## config.mk

```make
export PLATFORM = sky130hd
export DESIGN_NAME = instr_fetch_unit_flat
export DESIGN_NICKNAME = d
export VERILOG_FILES = /design/src/rtl/instr_fetch_unit_if.sv /design/src/rtl/instr_fetch_unit.sv /design/src/flat_wrapper.sv
export SDC_FILE = /design/constraint.sdc
export NUM_CORES = 1
export LEC_CHECK = 0
export ABC_CLOCK_PERIOD_IN_PS = 6450
export BUFFER_PORTS_ARGS = -buffer_cell sky130_fd_sc_hd__buf_4
export CAP_MARGIN = 20
export CORE_UTILIZATION = 60
export CTS_BUF_LIST = sky130_fd_sc_hd__clkbuf_8
export CTS_CLUSTER_SIZE = 28
export DETAILED_ROUTE_END_ITERATION = 8
export PLACE_DENSITY = 0.86
export SLEW_MARGIN = 20
export SYNTH_ARGS = -nofsm -noshare
export SYNTH_HDL_FRONTEND = slang
export SYNTH_SLANG_ARGS = --single-unit
```

## constraint.sdc

```tcl
create_clock -name clk -period 6.45 [get_ports clk]
set_input_delay 0.3225 -clock clk [delete_from_list [all_inputs] [get_ports clk]]
set_output_delay 0.3225 -clock clk [all_outputs]
set_load 0.1 [all_outputs]
```

## src/rtl/instr_fetch_unit_if.sv

```systemverilog
// Fetch-unit port bundle: PC handshake, instruction-memory request/response and decode handoff.
// The master modport is the fetch unit; the slave modport is its environment.
interface instr_fetch_unit_if #(parameter int XLEN = 32);
  logic [XLEN-1:0] pc_in;
  logic            pc_advance;
  logic            flush;
  logic            imem_req_valid;
  logic [XLEN-1:0] imem_req_addr;
  logic            imem_req_ready;
  logic            imem_rsp_valid;
  logic [XLEN-1:0] imem_rsp_data;
  logic            if_valid;
  logic [XLEN-1:0] if_instr;
  logic [XLEN-1:0] if_pc;
  logic            if_fault;
  logic            if_ready;

  modport master (
    input  pc_in, flush, imem_req_ready, imem_rsp_valid, imem_rsp_data, if_ready,
    output pc_advance, imem_req_valid, imem_req_addr, if_valid, if_instr, if_pc, if_fault
  );
  modport slave (
    output pc_in, flush, imem_req_ready, imem_rsp_valid, imem_rsp_data, if_ready,
    input  pc_advance, imem_req_valid, imem_req_addr, if_valid, if_instr, if_pc, if_fault
  );
endinterface

```

## src/rtl/instr_fetch_unit.sv

```systemverilog
// Instruction fetch: one outstanding imem read, small FIFO toward decode, flush with
// in-flight discard, and misaligned-PC trap entries.
module instr_fetch_unit #(
  parameter int              XLEN       = 32,
  parameter int              FIFO_DEPTH = 2,
  parameter logic [XLEN-1:0] NOP_INSTR  = 32'h00000013
) (
  input logic               clk,
  input logic               reset,
  instr_fetch_unit_if.master bus
);
  localparam int AW = $clog2(FIFO_DEPTH);
  localparam logic [AW:0] DEPTH_C = (AW+1)'(FIFO_DEPTH);

  typedef enum logic [1:0] {REQ, WAIT, DROP, FAULT} state_t;

  state_t                           state;
  logic [AW:0]                      count;
  logic [AW-1:0]                    rd_ptr, wr_ptr, wr_next;
  logic [XLEN-1:0]                  pending_pc;
  logic [FIFO_DEPTH-1:0][XLEN-1:0]  buf_pc, buf_instr;
  logic [FIFO_DEPTH-1:0]            buf_fault;

  logic       aligned, allow, issue, fault_push, rsp_push, handshake, head_valid, pop;
  logic [1:0] n_push;

  always_comb begin
    aligned = bus.pc_in[1:0] == 2'b00;
    allow   = 1'b0;
    if (!reset && !bus.flush) begin
      case (state)
        REQ:     allow = count < DEPTH_C;
        // Back-to-back issue needs room for both the returning word and the new one.
        WAIT:    allow = bus.imem_rsp_valid && (count + 1'b1 < DEPTH_C);
        default: allow = 1'b0;
      endcase
    end
    issue      = allow && aligned;
    fault_push = allow && !aligned;
    handshake  = issue && bus.imem_req_ready;
    rsp_push   = !reset && !bus.flush && state == WAIT && bus.imem_rsp_valid;
    head_valid = !reset && count != '0;
    pop        = head_valid && bus.if_ready;
    n_push     = {1'b0, rsp_push} + {1'b0, fault_push};
    wr_next    = wr_ptr + AW'(rsp_push);
  end

  assign bus.imem_req_valid = issue;
  assign bus.imem_req_addr  = bus.pc_in;
  assign bus.pc_advance     = handshake;
  assign bus.if_valid       = head_valid;
  assign bus.if_pc          = buf_pc[rd_ptr];
  assign bus.if_instr       = buf_instr[rd_ptr];
  assign bus.if_fault       = buf_fault[rd_ptr];

  always_ff @(posedge clk) begin
    if (reset) begin
      state      <= REQ;
      count      <= '0;
      rd_ptr     <= '0;
      wr_ptr     <= '0;
      pending_pc <= '0;
      buf_pc     <= '0;
      buf_instr  <= '0;
      buf_fault  <= '0;
    end else if (bus.flush) begin
      count  <= '0;
      rd_ptr <= '0;
      wr_ptr <= '0;
      case (state)
        WAIT, DROP: state <= bus.imem_rsp_valid ? REQ : DROP;
        default:    state <= REQ;
      endcase
    end else begin
      if (rsp_push) begin
        buf_pc[wr_ptr]    <= pending_pc;
        buf_instr[wr_ptr] <= bus.imem_rsp_data;
        buf_fault[wr_ptr] <= 1'b0;
      end
      // A trap entry lands behind a same-cycle response so program order holds.
      if (fault_push) begin
        buf_pc[wr_next]    <= bus.pc_in;
        buf_instr[wr_next] <= NOP_INSTR;
        buf_fault[wr_next] <= 1'b1;
      end
      wr_ptr <= wr_ptr + AW'(n_push);
      rd_ptr <= rd_ptr + AW'(pop);
      count  <= count + (AW+1)'(n_push) - (AW+1)'(pop);
      if (handshake) pending_pc <= bus.pc_in;
      case (state)
        REQ:  if (fault_push) state <= FAULT;
              else if (handshake) state <= WAIT;
        WAIT: if (bus.imem_rsp_valid) state <= fault_push ? FAULT : (handshake ? WAIT : REQ);
        DROP: if (bus.imem_rsp_valid) state <= REQ;
        default: ;
      endcase
    end
  end
endmodule

```

## src/flat_wrapper.sv

```systemverilog
// flat-port wrapper written by rule: the top's interface ports become plain ports
module instr_fetch_unit_flat 
#(
  parameter int              XLEN       = 32,
  parameter int              FIFO_DEPTH = 2,
  parameter logic [XLEN-1:0] NOP_INSTR  = 32'h00000013
)
  (clk, reset, bus_pc_in, bus_flush, bus_imem_req_ready, bus_imem_rsp_valid, bus_imem_rsp_data, bus_if_ready, bus_pc_advance, bus_imem_req_valid, bus_imem_req_addr, bus_if_valid, bus_if_instr, bus_if_pc, bus_if_fault);
  instr_fetch_unit_if #(.XLEN(XLEN)) bus_i ();
  input logic clk;
  input logic reset;
  input wire logic [$bits(bus_i.pc_in)-1:0] bus_pc_in;
  input wire logic [$bits(bus_i.flush)-1:0] bus_flush;
  input wire logic [$bits(bus_i.imem_req_ready)-1:0] bus_imem_req_ready;
  input wire logic [$bits(bus_i.imem_rsp_valid)-1:0] bus_imem_rsp_valid;
  input wire logic [$bits(bus_i.imem_rsp_data)-1:0] bus_imem_rsp_data;
  input wire logic [$bits(bus_i.if_ready)-1:0] bus_if_ready;
  output wire logic [$bits(bus_i.pc_advance)-1:0] bus_pc_advance;
  output wire logic [$bits(bus_i.imem_req_valid)-1:0] bus_imem_req_valid;
  output wire logic [$bits(bus_i.imem_req_addr)-1:0] bus_imem_req_addr;
  output wire logic [$bits(bus_i.if_valid)-1:0] bus_if_valid;
  output wire logic [$bits(bus_i.if_instr)-1:0] bus_if_instr;
  output wire logic [$bits(bus_i.if_pc)-1:0] bus_if_pc;
  output wire logic [$bits(bus_i.if_fault)-1:0] bus_if_fault;
  assign bus_i.pc_in = bus_pc_in;
  assign bus_i.flush = bus_flush;
  assign bus_i.imem_req_ready = bus_imem_req_ready;
  assign bus_i.imem_rsp_valid = bus_imem_rsp_valid;
  assign bus_i.imem_rsp_data = bus_imem_rsp_data;
  assign bus_i.if_ready = bus_if_ready;
  assign bus_pc_advance = bus_i.pc_advance;
  assign bus_imem_req_valid = bus_i.imem_req_valid;
  assign bus_imem_req_addr = bus_i.imem_req_addr;
  assign bus_if_valid = bus_i.if_valid;
  assign bus_if_instr = bus_i.if_instr;
  assign bus_if_pc = bus_i.if_pc;
  assign bus_if_fault = bus_i.if_fault;
  instr_fetch_unit #(.XLEN(XLEN), .FIFO_DEPTH(FIFO_DEPTH), .NOP_INSTR(NOP_INSTR)) u_core (.clk(clk), .reset(reset), .bus(bus_i));
endmodule
```

==> results.md, run 1 <==
- Status: finished, final reports clean
- Crit end category: primary output
- P&R area growth vs syn: 15.9%
- Sw Share: 0.347
- Power, Total: 2.32 mW
- Syn Inst Count: 951
- Post-synthesis mux area share: 0.111
- Antenna violations before repair: 0
- Slew margin rel.: 0.293
- CTS buffer count: 17
- RSZ-0062 raised after global routing: false
- Via count: 7676
- Hold path cells: 2
- Worst-Margin Slew: 1.06 ns
- Comb power frac: 0.239
- Yosys warns: 0
- CP max FO: 30
- Post-synthesis sequential area ratio: 0.406
- Worst R2R End: u_core.buf_pc[18]$_SDFFE_PP0N_
- Period utilization: 0.669
- Synth Cell Area: 8290 um^2
- TritonCTS clock tree: done
- Clk buf depth: 2
- Hold-fix buffers at CTS: 0
- Critical path's most frequent cell: inv_1
- Flop pwr share: 0.472
- Synth Area per Inst: 8.71 um^2
- Clock latency at the later pin of the worst-skew pair: 0.47 ns
- DRC viols: 0
- Slowest CP cell: inv_1
- Total of max-cap violations: 0
- Layout cells sized above 1: 0.298
- Routed wirelength normalized by instance count: 18.5 um
- Setup slack, reg-to-reg: 2.58 ns
- Post-CTS setup buffers: 0
- Routed Antenna Nets: 0
- Initial DRC Count: 910
- Cell Pwr Density: 241 nW/um^2
- Async set or reset register ratio after synthesis: 0
- Critical Path RT: 6.13 ns
- Final WL: 22600 um
- Tmin final: 4.31 ns
- Post-synth EDFFs: 0
- Total GRT Usage: 0.313
- Clk_skew: 0.0115 ns
- Worst Hold End: u_core.buf_pc[23]$_SDFFE_PP0N_
- Syn nets: 1028
- Die area: 14300 um^2
- Post-cts sizing count: 0
- Crit path launch type: flop
- Final setup viols: 0
- Gpl congestion: 0.839
- Number of global-route vias before repair: 7149
- Arrival time worst endpoint: 3.99 ns
- DR vias/cell: 6.31
- Fillers: 1031
- WHS: 0.103 ns
- Yosys cell types: 52
- Num Clock Sinks: 168
- Top sig layer: met4
- Clk pwr share: 0.290
- Std-Cell Rows: 42
- Post-synthesis compound-gate area fraction: 0.200
- Metal-1 WL: 9310 um
- Nets: 1106
- First-pass GRT wire length: 35800 um
- WS Path Type: reg2out
- Static leakage power: 3.69 nW
- CP Cell Sequence: inv_1, ha_1, nand4bb_1, inv_1, a21oi_2, nor3_4, buf_4
- H-tree depth: 4
- Dpl hpwl: 13500 um
- Slew Limit Fails: 0
- Initial Util: 0.621
- NetSw: 806 uW
- Worst R2R Path Depth: 4
- Floorplan Core Area: 13300 um^2
- Final Hold Viols: 0
- VDD IR max: 121 uV
- CTS root buf: clkbuf_8
- Inserted Diodes: 0
- Met2 Routed Length: 10600 um
- Crit-path max cell delay: 0.97 ns
- Worst Hold Launch: bus_pc_in[23]
- Min-Delay Path Class: in2reg
- DRT Pass-1 Iters: 7
- WL met3: 2050 um
- Max Fclk: 232 MHz
- Cell internal pwr: 1.51 mW
- Top FF cell, synth: dfxtp_1
- IO buf count: 169
- I/O Pins: 170
- Grt ovf: 0
- Synth Area in Simple Gates: 0.183
- Combinational family with the most area after synthesis: compound AO/OA/AOI/OAI gates
- Die Wd: 120 um
- Post-Synth Adder-Cell Area: 0.0106
- Reg-to-reg startpoint: u_core.wr_ptr$_SDFF_PP0_
- Clock slew at reported path FFs: 0.08 ns
- Fin Setup TNS: 0 ns
- Post-Synth XOR/XNOR Area: 0.00528
- Die Height: 120 um
- #FFs+latches synth: 168
- Largest net degree at the start of global routing: 79
-- state kept, by name (all words and copies together), names as in the netlist --
name and flops:
u_core.buf_instr 64, u_core.pending_pc 32, u_core.buf_fault 2, u_core.wr_ptr 1, u_core.buf_pc 64, u_core.count 2, u_core.rd_ptr 1, u_core.state 2
-- routing by layer --
layer  vias to the layer above  GRT usage
met5                         -          0
met4                         0      0.157
li1                       3565          -
met1                      3611      0.421
met3                        66     0.0589
met2                       434      0.481
-- synthesized netlist by cell type, drive strengths merged (9+ instances only) --
cell / count / area share
dfxtp: 168 / 0.41
and3: 21 / 0.016
a31oi: 36 / 0.027
buf: 60 / 0.050
o21ai: 37 / 0.022
a22oi: 30 / 0.027
clkbuf: 63 / 0.029
nand2: 149 / 0.067
a311oi: 12 / 0.016
a21oi: 89 / 0.054
nand4: 47 / 0.035
nor2: 13 / 0.0059
nor2b: 46 / 0.035
inv: 9 / 0.0041
o31ai: 15 / 0.014
mux2: 80 / 0.11
a221o: 21 / 0.025
-- stage by stage --
step	std cells	setup slack (ns)	cell area, um^2	utilization
3_3_place_gp	1186	2.50	9260	0.694
3_5_place_dp	1186	2.42	9260	0.694
2_1_floorplan	951	3.39	8290	-
6_report	1217	2.14	9610	0.720
4_1_cts	1217	2.12	9610	0.720
5_1_grt	1217	1.89	9610	0.720
-- power by group through the flow --
| stage | combinational [mW] | sequential [mW] | clock (mW) |
|---|---|---|---|
| after global placement | 0.544 | 1.12 | 0 |
| after CTS | 0.550 | 1.09 | 0.671 |
| after floorplan | 0.434 | 1.11 | 0 |
| after global routing | 0.574 | 1.10 | 0.719 |
| after detailed placement | 0.549 | 1.12 | 0 |
| final | 0.553 | 1.09 | 0.672 |
-- placed cells by master (no fill, tap or decap), types with 15 or more instances in the layout --
cell type and instances:
and3_1 21, nand4_1 47, o31ai_1 15, buf_4 182, a31oi_1 36, clkbuf_8 21
mux2_2 80, o21ai_0 26, dfxtp_1 167, nand2_1 147, a221o_1 21, nor2b_1 46
a21oi_1 88, a22oi_1 30
-- cells by family after synthesis --
family,after synthesis
AO/OA/AOI/OAI,253
XOR/XNOR,5
adder cells (fa/ha/maj),7
buffers and inverters,134
flip-flops,168
multiplexers,82
AND/OR/NAND/NOR,302
-- area by class of cell --
class	instances	area [um^2]	area share
Multi-Input combinational cell	649	4270	0.444
Sequential cell	168	3370	0.350
Timing Repair Buffer	182	1370	0.142
Clock buffer	21	289	0.0301
Tap cell	176	220	0.0229
Clock inverter	10	56.3	0.00586
Inverter	11	41.3	0.00430
-- worst max-delay path: cells and delay by family, from the launching register on --
family	cells	cell delay, ns
buf+inv	3	1.47
flops	1	0.33
fa+ha+maj	1	0.22
simple gates	2	1.28
compound gates	1	0.19
-- worst max-delay path by stage --
| stage | from | end | slack [ns] | cells past startpoint |
|---|---|---|---|---|
| after CTS | u_core.state[1]$_SDFFE_PP0P_ | bus_pc_advance | 2.12 | 7 |
| final | u_core.state[1]$_SDFFE_PP0P_ | bus_pc_advance | 2.14 | 7 |
| after floorplan | u_core.state[0]$_SDFFE_PP0P_ | bus_imem_req_valid | 3.39 | 7 |
| after global routing | u_core.state[1]$_SDFFE_PP0P_ | bus_pc_advance | 1.89 | 7 |
| after detailed placement | bus_flush | bus_pc_advance | 2.42 | 6 |
| after global placement | bus_flush | bus_pc_advance | 2.50 | 6 |
No activity file was read; power rests on OpenSTA's default activity.
==> inputs of run 2 (changes only) <==
--- a/config.mk
+++ b/config.mk
@@ -5,14 +5,15 @@
 export SDC_FILE = /design/constraint.sdc
 export NUM_CORES = 1
 export LEC_CHECK = 0
-export ABC_CLOCK_PERIOD_IN_PS = 6450
+export ABC_AREA = 1
+export ABC_CLOCK_PERIOD_IN_PS = 3530
 export BUFFER_PORTS_ARGS = -buffer_cell sky130_fd_sc_hd__buf_4
 export CAP_MARGIN = 20
-export CORE_UTILIZATION = 60
+export CORE_UTILIZATION = 51
 export CTS_BUF_LIST = sky130_fd_sc_hd__clkbuf_8
 export CTS_CLUSTER_SIZE = 28
 export DETAILED_ROUTE_END_ITERATION = 8
-export PLACE_DENSITY = 0.86
+export PLACE_DENSITY = 0.78
 export SLEW_MARGIN = 20
 export SYNTH_ARGS = -nofsm -noshare
 export SYNTH_HDL_FRONTEND = slang
==> constraint.sdc (replaced) <==
create_clock -name clk -period 3.53 [get_ports clk]
set_input_delay 0.1765 -clock clk [delete_from_list [all_inputs] [get_ports clk]]
set_output_delay 0.1765 -clock clk [all_outputs]
set_load 0.1 [all_outputs]
==> results.md, run 2 <==
- Routed Antenna Nets: 0
- VDD IR max: 298 uV
- Clock slew at reported path FFs: 0.09 ns
- Max Fclk: 356 MHz
- Antenna violations before repair: 0
- Clk buf depth: 2
- WS Path Type: reg2reg
- Main area contributors after synthesis: dfxtp_1 (42%), o21ai_0 (11%), nand2_1 (11%)
- Period utilization: 0.795
- Die Height: 127 um
- Flop pwr share: 0.387
- Arrival time worst endpoint: 3.13 ns
- IO buf count: 169
- Total of max-cap violations: 0
- TritonCTS clock tree: done
- Gpl congestion: 0.811
- Post-CTS setup buffers: 0
- M2 GR Usage: 0.435
- Gr busiest metal: met2
- First-pass GRT wire length: 33300 um
- Most common cell in the synthesized netlist: nand2_1
- #FFs+latches synth: 168
- Number of global-route vias before repair: 6949
- Met1 usage: 0.331
- Clock latency at the later pin of the worst-skew pair: 0.46 ns
- Placed cell area: 9030 um^2
- Grt ovf: 0
- Final Hold Viols: 0
- DRT Pass-1 Iters: 5
- Routed wirelength normalized by instance count: 13.6 um
- DR vias/cell: 5.12
- H-tree depth: 4
- Inserted Diodes: 0
- NetSw: 2.22 mW
- Hold-fix buffers at CTS: 65
- Cell internal pwr: 3.21 mW
- Post-synth top area share: 0.421
- Final setup viols: 0
- Final WL: 20700 um
- Total GRT Usage: 0.256
- Via count: 7804
- Commonest non-fill, non-tap cells in the layout: nand2_1 (225), buf_4 (184), o21ai_0 (172)
- Syn nets: 1223
- P&R area growth vs syn: 26.6%
- Crit path launch type: flop
- Post-synth top cells: nand2_1 (227), o21ai_0 (172), dfxtp_1 (168)
- Area leader, netlist: dfxtp_1
- Synth Area per Inst: 6.97 um^2
- Post-synth EDFFs: 0
- Yosys warns: 0
- Initial DRC Count: 606
- CP max FO: 66
- Post-cts sizing count: 0
- Met3 track demand over resource: 0.0436
- Yosys cell types: 29
- Async set or reset register ratio after synthesis: 0
- Synth Cell Area: 7980 um^2
- Critical Path RT: 3.85 ns
- DRC viols: 0
- Cell Pwr Density: 537 nW/um^2
- Largest net degree at the start of global routing: 74
- Die Wd: 127 um
- Floorplan Core Area: 15300 um^2
- I/O Pins: 170
- Min-Delay Path Class: in2reg
- Top FF cell, synth: dfxtp_1
- Tmin final: 2.81 ns
- Crit end category: flop
- Worst-Margin Slew: 1.03 ns
- Fin Setup TNS: 0 ns
- Num Clock Sinks: 168
- Syn Inst Count: 1146
- Static leakage power: 4.59 nW
- CTS root buf: clkbuf_8
- Dpl hpwl: 12400 um
- Slew margin rel.: 0.314
- Comb power frac: 0.343
- Std-Cell Rows: 45
- Clk_skew: 0.0118 ns
- Final design area excluding fillers: 10100 um^2
- Die area: 16200 um^2
- CTS buffer count: 17
- Status: finished, final reports clean
- Layout cells sized above 1: 0.175
- Initial Util: 0.523
- Post-synthesis sequential area ratio: 0.421
- RSZ-0062 raised after global routing: false
- Sw Share: 0.409
- Slew Limit Fails: 0
- Nets: 1376
- Commonest non-fill, non-tap cell in the layout: nand2_1
- Clk pwr share: 0.270
- Top Registers: u_core.buf_instr (64), u_core.buf_pc (64), u_core.pending_pc (32)
run 2: worst max-delay path, cell delays in order, from the launching register on:
cell and delay [ns]:
dfxtp_1 0.32, inv_1 0.08, ha_1 0.24, nand2_1 0.13, nor2_4 0.40, buf_4 0.37
nand2_4 0.58, nand2_1 0.25, nand3_1 0.09, o21ai_0 0.09, nor2_1 0.05
run 2: layer usage:
layer	wire [um]	vias to the layer above	part of all wire
li1	-	3952	-
met1	9600	3586	0.46
met2	9720	246	0.47
met3	1130	20	0.055
met4	290	0	0.014
met5	0	-	0
run 2: kinds of logic after synthesis:
kind of cell | count (synthesis) | share of synthesized area
buf+inv | 221 | 0.128
xor+xnor | 4 | 0.00439
simple gates | 472 | 0.243
fa+ha+maj | 7 | 0.0110
flops | 168 | 0.421
mux | 28 | 0.0351
compound gates | 246 | 0.157
run 2: per-stage QoR:
step / util / power, mW / hold WS (ns) / setup slack (ns) / cells
after floorplan: - / 3.57 / 0.303 / 0.533 / 1146
after global placement: 0.592 / 3.92 / 0.420 / 0.847 / 1426
after detailed placement: 0.592 / 3.94 / 0.423 / 0.750 / 1426
after CTS: 0.662 / 5.44 / 0.000876 / 0.732 / 1523
after global routing: 0.662 / 5.66 / 0.0153 / 0.478 / 1523
final: 0.662 / 5.43 / 0.0357 / 0.724 / 1523
run 2: path summary, 6_finish.rpt:
check                               startpoint                                 to  slack (ns)  depth (start not counted)
max               u_core.state[1]$_SDFFE_PP0P_     u_core.buf_pc[37]$_SDFFE_PP0N_        0.72                         10
min                               bus_pc_in[0]     u_core.buf_pc[32]$_SDFFE_PP0N_        0.04                          3
max reg2reg       u_core.state[1]$_SDFFE_PP0P_     u_core.buf_pc[37]$_SDFFE_PP0N_        0.72                         10
min reg2reg  u_core.buf_instr[63]$_SDFFE_PP0N_  u_core.buf_instr[63]$_SDFFE_PP0N_        0.46                          2
run 2: final cells by class:
type | count | area [um^2]
Clock buffer | 17 | 234
Inverter | 106 | 398
Fill cell | 1308 | 5150
Timing Repair Buffer | 249 | 2030
Tap cell | 211 | 264
Clock inverter | 15 | 195
Multi-Input combinational cell | 757 | 3620
Sequential cell | 168 | 3370
run 2: power groups by stage:
stage | Sequential (mW) | Clock (mW) | Combinational [mW]
floorplan | 2.12 | 0 | 1.45
global placement | 2.14 | 0 | 1.79
detailed placement | 2.14 | 0 | 1.80
CTS | 2.10 | 1.49 | 1.86
global route | 2.11 | 1.57 | 1.97
finish | 2.10 | 1.46 | 1.86
==> inputs of run 3 (changes only) <==
--- a/config.mk
+++ b/config.mk
@@ -5,15 +5,15 @@
 export SDC_FILE = /design/constraint.sdc
 export NUM_CORES = 1
 export LEC_CHECK = 0
-export ABC_AREA = 1
-export ABC_CLOCK_PERIOD_IN_PS = 3530
+export ABC_AREA = 0
+export ABC_CLOCK_PERIOD_IN_PS = 2600
 export BUFFER_PORTS_ARGS = -buffer_cell sky130_fd_sc_hd__buf_4
 export CAP_MARGIN = 20
-export CORE_UTILIZATION = 51
+export CORE_UTILIZATION = 57
 export CTS_BUF_LIST = sky130_fd_sc_hd__clkbuf_8
 export CTS_CLUSTER_SIZE = 28
 export DETAILED_ROUTE_END_ITERATION = 8
-export PLACE_DENSITY = 0.78
+export PLACE_DENSITY = 0.82
 export SLEW_MARGIN = 20
 export SYNTH_ARGS = -nofsm -noshare
 export SYNTH_HDL_FRONTEND = slang
==> constraint.sdc (replaced) <==
create_clock -name clk -period 2.6 [get_ports clk]
set_input_delay 0.13 -clock clk [delete_from_list [all_inputs] [get_ports clk]]
set_output_delay 0.13 -clock clk [all_outputs]
set_load 0.1 [all_outputs]
==> results.md, run 3 (same netlist as run 1, synthesis figures left out) <==
- Status: finished, final reports clean
- Final design area excluding fillers: 10700 um^2
- Number of global-route vias before repair: 7613
- Static leakage power: 4.19 nW
- Dpl hpwl: 14700 um
- WS Path Type: reg2out
- Via count: 8201
- Std-Cell Rows: 43
- CTS buffer count: 17
- Commonest non-fill, non-tap cells in the layout: buf_4 (209), dfxtp_1 (166), nand2_1 (147)
- Top Registers: u_core.buf_instr (64), u_core.buf_pc (64), u_core.pending_pc (32)
- P&R area growth vs syn: 28.8%
- CP max FO: 19
- Fillers: 963
- Die Height: 123 um
- Slew margin rel.: 0.529
- Area occupied by multi-input gates: 4280 um^2
- Met1 usage: 0.412
- Routed Antenna Nets: 0
- Clk buf depth: 2
- First-pass GRT wire length: 38000 um
- Layout cells sized above 1: 0.306
- Arrival time worst endpoint: 2.36 ns
- Max Fclk: 402 MHz
- Die Wd: 123 um
- Register area: 3370 um^2
- VDD IR max: 537 uV
- Grt ovf: 0
- Placed cell area: 9560 um^2
- Initial DRC Count: 1007
- Largest net degree at the start of global routing: 64
- Met3 track demand over resource: 0.0613
- M2 GR Usage: 0.535
- Crit end category: primary output
- Crit path launch type: flop
- Clock latency at the later pin of the worst-skew pair: 0.47 ns
- CTS root buf: clkbuf_8
- Total of max-cap violations: 0
- Final setup viols: 0
- Power, Total: 6.28 mW
- Slew Limit Fails: 0
- Min-Delay Path Class: in2reg
- Total GRT Usage: 0.326
- Commonest non-fill, non-tap cell in the layout: buf_4
- DR vias/cell: 6.22
- Gr busiest metal: met2
- TritonCTS clock tree: done
- Antenna violations before repair: 0
- Final WL: 24700 um
- Die area: 15000 um^2
- Routed wirelength normalized by instance count: 18.7 um
- Gpl congestion: 0.888
- Cell Pwr Density: 588 nW/um^2
- Tmin final: 2.49 ns
- DRT Pass-1 Iters: 5
- I/O Pins: 170
- Initial Util: 0.590
- DRC viols: 0
- Clk_skew: 0.00907 ns
- Nets: 1203
- Num Clock Sinks: 168
- IO buf count: 169
- H-tree depth: 4
- Final Hold Viols: 0
- Worst-Margin Slew: 0.706 ns
- Floorplan Core Area: 14000 um^2
- Period utilization: 0.958
- Critical Path RT: 2.47 ns
- Clock slew at reported path FFs: 0.09 ns
- RSZ-0062 raised after global routing: false
- Inserted Diodes: 0
run 3: cell count changes in the layout (fill, tap and decap cells not counted), moves of 72 or more:
cell | previous run | this run
o21ai_0 | 172 | 26
nor2_1 | 133 | 9
inv_1 | 103 | 10
nand2_1 | 225 | 147
mux2_2 | 0 | 80
nand3_1 | 76 | 4
run 3: layer usage:
layer	up-vias	routed length (um)
met5	-	0
met4	0	667
met3	58	1980
met2	477	12000
met1	3916	10000
li1	3750	-
run 3: worst paths after layout:
check | from | end | slack (ns) | depth (start not counted)
worst max-delay path | u_core.count[1]$_SDFF_PP0_ | bus_pc_advance | 0.11 | 8
worst min register to register | u_core.buf_instr[25]$_SDFFE_PP0N_ | u_core.buf_instr[25]$_SDFFE_PP0N_ | 0.46 | 2
worst min-delay path | bus_imem_rsp_data[31] | u_core.buf_instr[63]$_SDFFE_PP0N_ | 0.02 | 3
worst max register to register | u_core.state[0]$_SDFFE_PP0P_ | u_core.buf_instr[27]$_SDFFE_PP0N_ | 0.11 | 7
run 3: power by group:
part	internal (mW)	switching [mW]	total [mW]	leakage, nW
Clock	1.13	0.930	2.06	0.230
Combinational	0.447	1.05	1.50	2.60
Sequential	2.66	0.0540	2.71	1.36
run 3: final cells by class:
class,instances,share of cell area
Clock buffer,21,0.0271
Multi-Input combinational cell,649,0.401
Tap cell,180,0.0211
Timing Repair Buffer,279,0.217
Inverter,11,0.00410
Sequential cell,168,0.316
Clock inverter,10,0.0141
run 3: through the flow:
stage | hold slack, ns | worst slack, ns | util | setup TNS [ns] | instances
after floorplan | 0.263 | -0.0723 | - | -0.0723 | 951
after global placement | 0.380 | 0.310 | 0.681 | 0 | 1221
after detailed placement | 0.390 | 0.233 | 0.681 | 0 | 1221
after CTS | 0.0111 | 0.0481 | 0.758 | 0 | 1316
after global routing | 0.0502 | 0.0170 | 0.760 | 0 | 1318
final | 0.0229 | 0.110 | 0.760 | 0 | 1318
run 3: timing repair:
| item | in CTS | in global routing |
|---|---|---|
| pin swaps | 0 | 0 |
| endpoints found under the hold margin | 117 | 0 |
| gates cloned | 0 | 0 |
| hold buffers | 64 | 0 |
| setup buffers | 0 | 2 |
| resized for setup | 2 | 5 |
| setup endpoints to repair | 1 | 1 |
run 3: worst max-delay path, cell delays in order, from the launching register on:
cell,delay [ns]
dfxtp_2,0.39
inv_1,0.06
ha_1,0.41
inv_1,0.15
a21oi_2,0.19
buf_6,0.24
nor3_4,0.05
buf_4,0.20
buf_8,0.18
